==> src/rtl/pc_fetch_unit.sv <==
// Instruction fetch front end: owns the program counter, issues one fetch at a time,
// hands the fetched word to decode, and squashes in-flight fetches on redirects.
module pc_fetch_unit #(
    parameter logic [31:0] RESET_PC = 32'h0040_0000,
    parameter logic [31:0] PC_STEP  = 32'd4
) (
    input  logic        clk,
    input  logic        reset,
    input  logic        redirect_valid,
    input  logic [31:0] redirect_target,
    output logic        imem_req_valid,
    output logic [31:0] imem_req_addr,
    input  logic        imem_req_ready,
    input  logic        imem_rsp_valid,
    input  logic [31:0] imem_rsp_data,
    output logic        inst_valid,
    output logic [31:0] inst_data,
    output logic [31:0] inst_pc,
    input  logic        inst_ready,
    output logic [31:0] pc
);

    typedef enum logic [1:0] {
        ST_REQ  = 2'd0,
        ST_WAIT = 2'd1,
        ST_OUT  = 2'd2
    } state_e;

    state_e      state_q, state_d;
    logic [31:0] pc_q, pc_d;
    logic        inst_valid_q, inst_valid_d;
    logic [31:0] inst_data_q, inst_data_d;
    logic [31:0] inst_pc_q, inst_pc_d;
    logic        drop_q, drop_d;
    logic [31:0] redirect_pc;

    // Redirect targets are forced onto a word boundary.
    assign redirect_pc = redirect_target & ~32'h3;

    always_comb begin
        // NOTE: every _d defaults to its _q first, so no branch below can infer a latch.
        state_d      = state_q;
        pc_d         = pc_q;
        inst_valid_d = inst_valid_q;
        inst_data_d  = inst_data_q;
        inst_pc_d    = inst_pc_q;
        drop_d       = drop_q;

        unique case (state_q)
            ST_REQ: begin
                if (redirect_valid) begin
                    pc_d = redirect_pc;
                    // The old-address request was accepted this cycle, so its response is stale.
                    if (imem_req_ready) begin
                        state_d = ST_WAIT;
                        drop_d  = 1'b1;
                    end
                end else if (imem_req_ready) begin
                    state_d = ST_WAIT;
                end
            end

            ST_WAIT: begin
                if (redirect_valid) begin
                    pc_d = redirect_pc;
                    if (imem_rsp_valid) begin
                        drop_d  = 1'b0;
                        state_d = ST_REQ;
                    end else begin
                        drop_d = 1'b1;
                    end
                end else if (imem_rsp_valid) begin
                    if (drop_q) begin
                        drop_d  = 1'b0;
                        state_d = ST_REQ;
                    end else begin
                        inst_data_d  = imem_rsp_data;
                        inst_pc_d    = pc_q;
                        inst_valid_d = 1'b1;
                        pc_d         = pc_q + PC_STEP;
                        state_d      = ST_OUT;
                    end
                end
            end

            ST_OUT: begin
                // A redirect squashes the held instruction whether or not decode takes it.
                if (redirect_valid || inst_ready) begin
                    inst_valid_d = 1'b0;
                    state_d      = ST_REQ;
                    if (redirect_valid) begin
                        pc_d = redirect_pc;
                    end
                end
            end

            default: begin
                state_d = ST_REQ;
            end
        endcase
    end

    always_ff @(posedge clk) begin
        // NOTE: sequential state uses non-blocking assignments so every flop samples pre-edge values.
        if (!reset) begin
            state_q      <= ST_REQ;
            pc_q         <= RESET_PC;
            inst_valid_q <= 1'b0;
            inst_data_q  <= 32'd0;
            inst_pc_q    <= 32'd0;
            drop_q       <= 1'b0;
        end else begin
            state_q      <= state_d;
            pc_q         <= pc_d;
            inst_valid_q <= inst_valid_d;
            inst_data_q  <= inst_data_d;
            inst_pc_q    <= inst_pc_d;
            drop_q       <= drop_d;
        end
    end

    assign imem_req_valid = (state_q == ST_REQ);
    assign imem_req_addr  = pc_q;
    assign inst_valid     = inst_valid_q;
    assign inst_data      = inst_data_q;
    assign inst_pc        = inst_pc_q;
    assign pc             = pc_q;

endmodule

==> config.mk <==
export PLATFORM = sky130hd
export DESIGN_NAME = pc_fetch_unit
export DESIGN_NICKNAME = d
export VERILOG_FILES = /design/src/rtl/pc_fetch_unit.sv
export SDC_FILE = /design/constraint.sdc
export NUM_CORES = 1
export LEC_CHECK = 0
export ABC_AREA = 1
export CAP_MARGIN = 25
export CELL_PAD_IN_SITES_DETAIL_PLACEMENT = 1
export CELL_PAD_IN_SITES_GLOBAL_PLACEMENT = 1
export CORE_UTILIZATION = 31
export CTS_BUF_LIST = sky130_fd_sc_hd__clkbuf_16
export CTS_CLUSTER_SIZE = 10
export DETAILED_ROUTE_END_ITERATION = 6
export PLACE_DENSITY = 0.94
export SLEW_MARGIN = 20
export SYNTH_ARGS = -nofsm -noshare
export SYNTH_HDL_FRONTEND = slang
export SYNTH_SLANG_ARGS = --single-unit
==> constraint.sdc <==
create_clock -name clk -period 2.61 [get_ports clk]
set_input_delay 0.261 -clock clk [delete_from_list [all_inputs] [get_ports clk]]
set_output_delay 0.261 -clock clk [all_outputs]
set_load 0.005 [all_outputs]
==> flow_summary.json <==
{
  "clockBufferDepth": 2,
  "ctsHoldBuffers": 0,
  "drt-total-wl_um": 17220,
  "netlist.area_leader.share_pct": 40.41,
  "grt_max_degree": 49,
  "rows": 44,
  "required_ps": 2820,
  "start_util_pct": 32.23,
  "core_area_mm2": 0.01475,
  "hold_viol": 0,
  "areaGrowthSynthToFinish_pct": 43.88,
  "clkLatencyLatePin_ps": 350,
  "arrival_ps": 2210,
  "tightest_slew_ps": 661.3,
  "cts_tree": "yes",
  "die_h_um": 125.9,
  "nNetsFinal": 943,
  "n_antenna_cell": 0,
  "overflow": 0,
  "syn_inst": 726,
  "critPathLaunchType": "flop",
  "yosysWarnings": 0,
  "synth_area_mm2": 0.004756,
  "die_x_um": 125.9,
  "multi_input_area_mm2": 0.002237,
  "clkTransAtPathRegs_ps": 70,
  "cts_setup_buffers": 0,
  "post-route-min-period_ps": 2003,
  "final_layout_size_suffix_gt1_share_pct": 3.653,
  "crit_fanout": 7,
  "synth_compound_area_share_pct": 16.55,
  "grt_pass1_vias": 5341,
  "cts_root_buf": "clkbuf_16",
  "max-cap-violations": 0,
  "dieArea_mm2": 0.01584,
  "wl_per_cell_um": 16.25,
  "fin_skew_ps": 8.377,
  "synth_xor_area_share_pct": 0.3683,
  "grtUsageTotal_pct": 21.79,
  "power.leakage_nw": 2.534,
  "drt_drc_violations_left": 0,
  "relSlewSlack_pct": 55.85,
  "hold_path_class": "in2reg",
  "synth.distinct_cells": 28,
  "cts_buffers": 9,
  "rsz0062_at_grt": "false",
  "drt_iter0_drc": 270,
  "antenna_found_initial": 0,
  "synth.area.top_cells": "dfxtp_1, nand2_1, nor2_1",
  "avgSynthCellArea_um2": 6.551,
  "synth_area_leader_cell": "dfxtp_1",
  "cts_resized": 0,
  "yosys.area_share.simple_pct": 29.39,
  "end_kind": "flop",
  "vdd_drop_max_mv": 0.3057,
  "setup_violations": 0,
  "criticalPathCategory": "reg2reg",
  "htree_levels": 3,
  "final-seq-area_mm2": 0.001922,
  "max_freq_mhz": 499.3,
  "vias": 5246,
  "synthAdderAreaFrac_pct": 0.2631,
  "tns_ps": 0,
  "antenna_left": 0,
  "place.gp.congestion": 0.8366,
  "seq_area_frac_synth_pct": 40.41,
  "io_buffer_count": 191,
  "status": "completed",
  "firstDrtPassIters": 4,
  "fin_crit_sh_pct": 76.74,
  "power.density_mw_per_mm2": 520.3,
  "finalMaxSlewViolations": 0,
  "synthMuxAreaShare_pct": 0,
  "pin_count": 200,
  "synth_seq_cells": 96,
  "post-dp-hpwl_um": 12580,
  "fill_cells": 1851,
  "clock-sinks": 96,
  "grt_pass1_wl_um": 27300,
  "post-place-ws_ps": 433.1,
  "synth_top_family_by_area": "simple AND/OR/NAND/NOR gates",
  "via_per_inst": 4.949,
  "fin_ws_ps": 607.2
}
## cell usage after synthesis
cell      count
nand3_2       1
xnor2_1       2
o21ai_0      87
nor2_1      151
a211oi_1      2
buf_4        37
inv_1        46
buf_2        12
nor3_1        2
clkbuf_1     19
dfxtp_1      96
o21a_1        1
a21oi_1      60
ha_1          1
a31oi_1       1
buf_6         1
nand2_1     158
nand4_1       5
nor3_4        1
nand3b_1      1
buf_1         1
o22ai_1       2
inv_2         5
nand3b_2      1
or2_2         1
nand3_1      29
conb_1        1
o21ai_1       2
## area by class of cell
cell class,count,share of cell area [%]
Multi-Input combinational cell,514,32.69
Timing Repair Buffer,200,29.22
Sequential cell,96,28.09
Tap cell,184,3.364
Clock buffer,9,3.291
Inverter,51,2.798
Clock inverter,6,0.5485
## registers in the layout, indices dropped and copies added (netlist names)
| name | cells |
|---|---|
| inst_pc | 30 |
| imem_req_addr | 30 |
| drop_q | 1 |
| inst_valid | 1 |
| inst_data | 32 |
| state_q | 2 |
## logic make-up after synthesis
family	after synthesis
buf+inv	121
fa+ha+maj	1
other cells	1
simple gates	350
compound gates	155
flops	96
xor+xnor	2
## stage by stage
stage / instance area, µm² / utilization [%] / instances / power (W) / hold WS [ps]
6_report: 6843 / 46.38 / 1060 / 0.003560 / 430.3
5_1_grt: 6843 / 46.38 / 1060 / 0.003729 / 460.1
4_1_cts: 6843 / 46.38 / 1060 / 0.003588 / 419.2
3_5_place_dp: 6580 / 44.60 / 1045 / 0.002361 / 463.2
3_3_place_gp: 6580 / 44.60 / 1045 / 0.002337 / 447.8
2_1_floorplan: 4775 / - / 731 / 0.001982 / 409.1
## worst max-delay path, cell delays in order (launching register included)
cell     delay, ps
dfxtp_1        450
ha_1           320
nand2_1         90
nor2_1         150
nand2_1        120
nor2_1         270
nand3_1        130
nand2_1        140
nand2_1         60
nand2_1         70
nand3_1         60
## metal layers
layer	routed length, µm	global-route usage [%]	vias up
li1	-	-	2562
met3	1063	5.013	24
met2	8327	38.46	189
met5	0	0	-
met4	318	6.875	0
met1	7512	26.16	2471
## power by group
group | switching [W] | total (W) | internal, W
Combinational | 0.000297 | 0.000675 | 0.000378
Sequential | 0.000112 | 0.00166 | 0.00154
Clock | 0.000591 | 0.00123 | 0.000638
## layout by cell type, fill, tap and decap left out
master           synthesis  routed
clkdlybuf4s50_1          0     190
nand2_1                158     158
nor2_1                 151     151
dfxtp_1                 96      96
o21ai_0                 87      87
a21oi_1                 60      60
inv_1                   46      47
nand3_1                 29      29
clkbuf_16                0       9
buf_4                   37       7
conb_1                   1       6
inv_2                    5       5
nand4_1                  5       5
nor3_1                   2       2
xnor2_1                  2       2
o22ai_1                  2       2
o21ai_1                  2       2
a211oi_1                 2       2
buf_12                   0       2
nor3_4                   1       1
nand3_2                  1       1
nand3b_2                 1       1
nand3b_1                 1       1
or2_2                    1       1
o21a_1                   1       1
a31oi_1                  1       1
ha_1                     1       1
inv_6                    0       1
clkinv_2                 0       1
clkinvlp_4               0       1
clkinv_4                 0       1
clkinv_1                 0       1
buf_2                   12       1
## worst paths after layout
check / start / end / slack (ps) / cells past startpoint
worst max-delay path: imem_req_addr[3] / imem_req_addr[22] / 610 / 10
worst min-delay path: reset / imem_req_addr[22] / 430 / 2
worst max register to register: imem_req_addr[3] / imem_req_addr[22] / 610 / 10
worst min register to register: drop_q / drop_q / 470 / 2
Power figures use the tool's default switching activity.
